<file path="src/rtl/detection_display_counter.sv">
// BCD hit counter (0000-9999, sticky overflow) with a 4-digit multiplexed 7-segment driver.
// Optional feature: define DDC_SATURATE_EN to hold the count at 9999 instead of wrapping.
module detection_display_counter #(
  parameter int REFRESH_W = 16
) (
  input  logic        clk,
  input  logic        reset,
  input  logic        clear,
  input  logic        y,
  output logic [15:0] count_bcd,
  output logic        overflow,
  output logic [6:0]  seg,
  output logic [3:0]  an
);

  logic [15:0]          count_q, count_d;
  logic                 overflow_q, overflow_d;
  logic [REFRESH_W-1:0] refresh_q, refresh_d;
  logic [6:0]           seg_q, seg_d;
  logic [3:0]           an_q, an_d;
  logic [1:0]           sel_s;
  logic [3:0]           nibble_s;
  logic [16:0]          inc_s;

  // Digit-wise BCD increment; bit 16 is the carry out of the thousands digit.
  function automatic logic [16:0] bcd_inc(input logic [15:0] v);
    logic [15:0] r;
    logic        c;
    r = v;
    c = 1'b1;
    for (int i = 0; i < 4; i++) begin
      if (c) begin
        if (v[i*4 +: 4] == 4'd9) begin
          r[i*4 +: 4] = 4'd0;
          c = 1'b1;
        end else begin
          r[i*4 +: 4] = v[i*4 +: 4] + 4'd1;
          c = 1'b0;
        end
      end else begin
        r[i*4 +: 4] = v[i*4 +: 4];
      end
    end
    return {c, r};
  endfunction

  // Active-low {g,f,e,d,c,b,a}; anything outside 0-9 is blanked.
  function automatic logic [6:0] seg_decode(input logic [3:0] d);
    case (d)
      4'd0:    return 7'b1000000;
      4'd1:    return 7'b1111001;
      4'd2:    return 7'b0100100;
      4'd3:    return 7'b0110000;
      4'd4:    return 7'b0011001;
      4'd5:    return 7'b0010010;
      4'd6:    return 7'b0000010;
      4'd7:    return 7'b1111000;
      4'd8:    return 7'b0000000;
      4'd9:    return 7'b0010000;
      default: return 7'h7F;
    endcase
  endfunction

  assign sel_s = refresh_q[REFRESH_W-1 -: 2];
  assign inc_s = bcd_inc(count_q);

  // Next-state for the hit counter and overflow flag: clear beats a hit.
  always_comb begin
    count_d    = count_q;
    overflow_d = overflow_q;
    if (clear) begin
      count_d    = 16'h0000;
      overflow_d = 1'b0;
    end else if (y) begin
      if (count_q == 16'h9999) begin
`ifdef DDC_SATURATE_EN
        count_d = count_q;
`else
        count_d = 16'h0000;
`endif
        overflow_d = 1'b1;
      end else begin
        count_d = inc_s[15:0];
      end
    end else begin
      count_d = count_q;
    end
  end

  // Digit selection from the refresh counter; display follows the pre-edge state.
  always_comb begin
    refresh_d = refresh_q + {{(REFRESH_W-1){1'b0}}, 1'b1};
    nibble_s  = 4'd0;
    an_d      = 4'hF;
    case (sel_s)
      2'd0: begin nibble_s = count_q[3:0];   an_d = 4'b1110; end
      2'd1: begin nibble_s = count_q[7:4];   an_d = 4'b1101; end
      2'd2: begin nibble_s = count_q[11:8];  an_d = 4'b1011; end
      2'd3: begin nibble_s = count_q[15:12]; an_d = 4'b0111; end
      default: begin nibble_s = 4'd0; an_d = 4'hF; end
    endcase
    seg_d = seg_decode(nibble_s);
  end

  // State registers with synchronous reset.
  always_ff @(posedge clk) begin
    if (reset) begin
      count_q    <= 16'h0000;
      overflow_q <= 1'b0;
      refresh_q  <= '0;
      seg_q      <= 7'h7F;
      an_q       <= 4'hF;
    end else begin
      count_q    <= count_d;
      overflow_q <= overflow_d;
      refresh_q  <= refresh_d;
      seg_q      <= seg_d;
      an_q       <= an_d;
    end
  end

  assign count_bcd = count_q;
  assign overflow  = overflow_q;
  assign seg       = seg_q;
  assign an        = an_q;

endmodule
</file>
<file path="config.mk">
export PLATFORM = sky130hd
export DESIGN_NAME = detection_display_counter
export DESIGN_NICKNAME = d
export VERILOG_FILES = /design/src/rtl/detection_display_counter.sv
export SDC_FILE = /design/constraint.sdc
export NUM_CORES = 1
export LEC_CHECK = 0
export ABC_AREA = 1
export ABC_CLOCK_PERIOD_IN_PS = 1550
export BUFFER_PORTS_ARGS = -buffer_cell sky130_fd_sc_hd__buf_4
export CAP_MARGIN = 20
export CELL_PAD_IN_SITES_DETAIL_PLACEMENT = 0
export CELL_PAD_IN_SITES_GLOBAL_PLACEMENT = 2
export CORE_MARGIN = 3
export CORE_UTILIZATION = 30
export CTS_BUF_LIST = sky130_fd_sc_hd__clkbuf_4
export DETAILED_ROUTE_END_ITERATION = 10
export PLACE_DENSITY_LB_ADDON = 0.25
export SLEW_MARGIN = 20
export SYNTH_ARGS = -nofsm -noshare
export SYNTH_HDL_FRONTEND = slang
export SYNTH_SLANG_ARGS = --single-unit
export TNS_END_PERCENT = 50
</file>
<file path="constraint.sdc">
create_clock -name clk -period 1.55 [get_ports clk]
set_input_delay 0.31 -clock clk [delete_from_list [all_inputs] [get_ports clk]]
set_output_delay 0.31 -clock clk [all_outputs]
set_load 0.1 [all_outputs]
</file>
==> results.py <==
metrics = {
    "finish": {
        "final_net_count": 374,
        "design_area_um2": 2970,
        "layout-drive-gt1-share_pct": 34.5,
        "final_core_occ_pct": 42.3,
        "layout.filler_cells": 745,
        "layoutNonFillerInstCount": 455,
        "diodes": 0,
        "area_delta_synth_final_pct": 32.4,
    },
    "clock_network": {
        "cts.root.buffer_cell": "sky130_fd_sc_hd__clkbuf_4",
        "clock_path_buffers": 2,
        "holdBufCountCts": 0,
        "cts_tree": "built",
        "cts_sinks": 44,
        "ctsHtreeMaxLevel": 2,
        "cts-buffers-inserted": 5,
        "clk_pin_slew_ns": 0.14,
        "clkLatencyLatePin_ns": 0.36,
    },
    "timing": {
        "slew_headroom_pct": 73.4,
        "timing.setup.tns_ns": 0,
        "rsz0062_at_grt": "yes",
        "report.final.slew_viol_count": 0,
        "finalSetupViolations": 0,
        "report.final.hold_viol_count": 0,
        "fin_crit_ns": 1.49,
        "final_min_period_over_clock_period_pct": 96.3,
        "tightestPinTransition_ns": 0.399,
        "fmax_mhz": 670,
        "clock_skew_ns": 0.0130,
    },
    "floorplan": {
        "core.rowCount": 30,
        "die_width_um": 92.5,
        "fp.dieArea_um2": 8560,
        "floorplan.io_pins": 32,
        "die_h_um": 92.5,
        "initial_utilization_pct": 32.0,
        "core_area_um2": 7020,
    },
    "run_status": {
        "status": "finished, final reports clean",
    },
    "placed_design": {
        "portBuffers": 31,
        "place.detailed.hpwl_mm": 4.13,
        "rd_place_congestion": 0.850,
        "placedInstanceArea_um2": 2790,
        "placed_cells_incl_taps": 442,
    },
    "global_routing": {
        "grt_start_max_net_pins": 14,
        "globalRouteTotalUtil_pct": 13.4,
        "antenna_found_initial": 0,
        "global_route.overflow_total": 0,
        "number_of_global_route_vias_before_repair": 1942,
        "grt_first_pass_wirelength_mm": 9.25,
    },
    "power": {
        "peakVddDrop_uv": 239,
        "power_per_cell_area_nw_per_um2": 663,
        "fin_total_pwr_uw": 1970,
        "leakage_uw": 0.00126,
    },
    "critical_path": {
        "worstSetupPathType": "flip-flop to flip-flop",
        "cp_data_arrival_time_ns": 1.76,
        "critical_path.startpoint_type": "flip-flop",
        "cp_max_fo": 7,
        "critical_path_required_ns": 1.82,
        "worstSetupEndpointType": "flip-flop",
    },
    "synthesis": {
        "synthesized_area_fraction_occupied_by_ao_oa_aoi_and_oai_cells_pct": 8.53,
        "post_synth_num_cell_types": 36,
        "syn_nets": 314,
        "post_synth_mux_area_share_pct": 0,
        "ys_seq_area_share_pct": 39.2,
        "synth-async-reset-ratio_pct": 0,
        "synth_simple_gate_area_share_pct": 34.8,
        "post_synth_fa_ha_maj_area_fraction_pct": 6.69,
        "netlist_top_cells_area": "sky130_fd_sc_hd__dfxtp_1, sky130_fd_sc_hd__nand2_1, sky130_fd_sc_hd__nand3_1",
        "ys_warn_count": 0,
        "yosys.area.top_type": "sky130_fd_sc_hd__dfxtp_1",
        "number_of_synthesized_flops_with_an_enable_pin": 0,
        "synth_xor_xnor_area_share_pct": 1.95,
        "synthesis.instances": 298,
        "dominantRegCellSynth": "sky130_fd_sc_hd__dfxtp_1",
        "dominant_combinational_cell_family_by_area_after_synthesis": "simple AND/OR/NAND/NOR gates",
        "yosysTopAreaCellShare_pct": 39.2,
        "synth_seq_cells": 44,
        "syn-cell-area_um2": 2240,
        "syn-mean-instance-area_um2": 7.53,
    },
    "detailed_routing": {
        "avgRoutedWirePerCell_um": 11.9,
        "finalWirelength_mm": 5.41,
        "drt.antenna.violating_nets": 0,
        "drt_pass1_iterations": 4,
        "drc_errors": 0,
        "post_drt_via_cell_ratio": 4.55,
        "iteration_0_drc_markers": 48,
        "via_count": 2068,
    },
    "hold_path": {
        "hold_path.class": "input pin to flip-flop",
    },
    "flow_run": {
        "drv_cap": 0,
    },
}
[Yosys cell counts, types with 2 or more instances]
cell type,instances
sky130_fd_sc_hd__dfxtp_1,44
sky130_fd_sc_hd__inv_1,36
sky130_fd_sc_hd__ha_1,12
sky130_fd_sc_hd__nor2_1,33
sky130_fd_sc_hd__nand2_1,60
sky130_fd_sc_hd__nor3_1,7
sky130_fd_sc_hd__o21ai_0,8
sky130_fd_sc_hd__a31oi_1,2
sky130_fd_sc_hd__nand3_1,31
sky130_fd_sc_hd__xor2_1,4
sky130_fd_sc_hd__nor2_4,3
sky130_fd_sc_hd__a21oi_1,17
sky130_fd_sc_hd__nand4_1,7
sky130_fd_sc_hd__nand2_2,2
sky130_fd_sc_hd__nand3_2,2
sky130_fd_sc_hd__nand2_4,2
sky130_fd_sc_hd__nand3b_1,3
sky130_fd_sc_hd__buf_6,3
sky130_fd_sc_hd__nor2_2,5
[per-stage QoR]
step | worst slack [ns] | hold WS (ns)
2_1_floorplan | -0.00797 | 0.399
3_3_place_gp | -0.0733 | 0.434
3_5_place_dp | -0.0440 | 0.444
4_1_cts | 0.0107 | 0.173
5_1_grt | -0.0413 | 0.175
6_report | 0.0568 | 0.181
[worst paths after layout]
check / start / to / slack [ns] / cells past startpoint
worst min register to register: refresh_q[0]$_SDFF_PP0_ / refresh_q[0]$_SDFF_PP0_ / 0.43 / 1
worst max-delay path: refresh_q[14]$_SDFF_PP0_ / seg[3]$_SDFF_PP1_ / 0.06 / 10
worst min-delay path: reset / refresh_q[0]$_SDFF_PP0_ / 0.18 / 2
worst max register to register: refresh_q[14]$_SDFF_PP0_ / seg[3]$_SDFF_PP1_ / 0.06 / 10
[layout by cell type, fill, tap and decap left out, types with 2 or more instances in the layout]
cell type	instances
sky130_fd_sc_hd__nand2_1	58
sky130_fd_sc_hd__buf_4	55
sky130_fd_sc_hd__inv_1	32
sky130_fd_sc_hd__nor2_1	30
sky130_fd_sc_hd__nand3_1	26
sky130_fd_sc_hd__dfxtp_1	25
sky130_fd_sc_hd__a21oi_1	17
sky130_fd_sc_hd__dfxtp_4	11
sky130_fd_sc_hd__ha_1	10
sky130_fd_sc_hd__o21ai_0	8
sky130_fd_sc_hd__dfxtp_2	8
sky130_fd_sc_hd__nand3_2	7
sky130_fd_sc_hd__nand4_1	7
sky130_fd_sc_hd__nor2_2	7
sky130_fd_sc_hd__clkbuf_4	7
sky130_fd_sc_hd__nor3_1	6
sky130_fd_sc_hd__nor2_4	4
sky130_fd_sc_hd__nand2_2	4
sky130_fd_sc_hd__inv_2	4
sky130_fd_sc_hd__xor2_1	4
sky130_fd_sc_hd__nand3b_1	3
sky130_fd_sc_hd__inv_4	2
sky130_fd_sc_hd__nor3_4	2
sky130_fd_sc_hd__nand2_4	2
sky130_fd_sc_hd__a31oi_1	2
sky130_fd_sc_hd__ha_4	2
[layout make-up]
class                           count  area [um2]  area share [%]
Sequential cell                    44         932            31.4
Timing Repair Buffer               58         459            15.5
Clock inverter                      1        5.00           0.168
Multi-Input combinational cell    210        1250            41.9
Clock buffer                        7        52.6            1.77
Tap cell                           96         120            4.04
Inverter                           39         156            5.26
[cells by family after synthesis]
| group | Yosys count |
|---|---|
| flip-flops | 44 |
| adder cells (fa/ha/maj) | 12 |
| buffers and inverters | 44 |
| AO/OA/AOI/OAI | 33 |
| XOR/XNOR | 5 |
| AND/OR/NAND/NOR | 160 |
[sequential cells by signal (all words and copies together) (netlist names)]
name       cells
count_bcd     16
overflow       1
refresh_q     16
an             4
seg            7
[power by group]
part / switching (uW) / total [uW] / internal (uW)
sequential: 8.99 / 1140 / 1130
combinational: 169 / 227 / 58.3
clock: 387 / 600 / 213
total: 565 / 1970 / 1400
[layer usage]
metal,vias to the layer above,global-route usage (%),share of wire (%)
li1,1086,-,-
met5,-,0,0
met3,7,3.09,3.6
met1,948,17.8,48
met2,27,21.5,47
met4,0,4.46,1.4
[critical path, cell delays in order, from the launching register on]
cell and delay [ns]:
sky130_fd_sc_hd__dfxtp_4 0.39, sky130_fd_sc_hd__buf_8 0.14, sky130_fd_sc_hd__nand3_2 0.07, sky130_fd_sc_hd__nand3_2 0.09, sky130_fd_sc_hd__nor2_4 0.12, sky130_fd_sc_hd__inv_2 0.06
sky130_fd_sc_hd__ha_1 0.30, sky130_fd_sc_hd__nand3_1 0.08, sky130_fd_sc_hd__nand2_1 0.06, sky130_fd_sc_hd__nand2_1 0.05, sky130_fd_sc_hd__nand2_1 0.04
[timing repair]
action,in CTS,in global routing
pin swaps,0,4
buffers inserted,0,5
gates resized for setup,2,22
gates cloned,0,0
endpoints found under the setup margin,7,17
No activity file was read; power rests on OpenSTA's default activity.
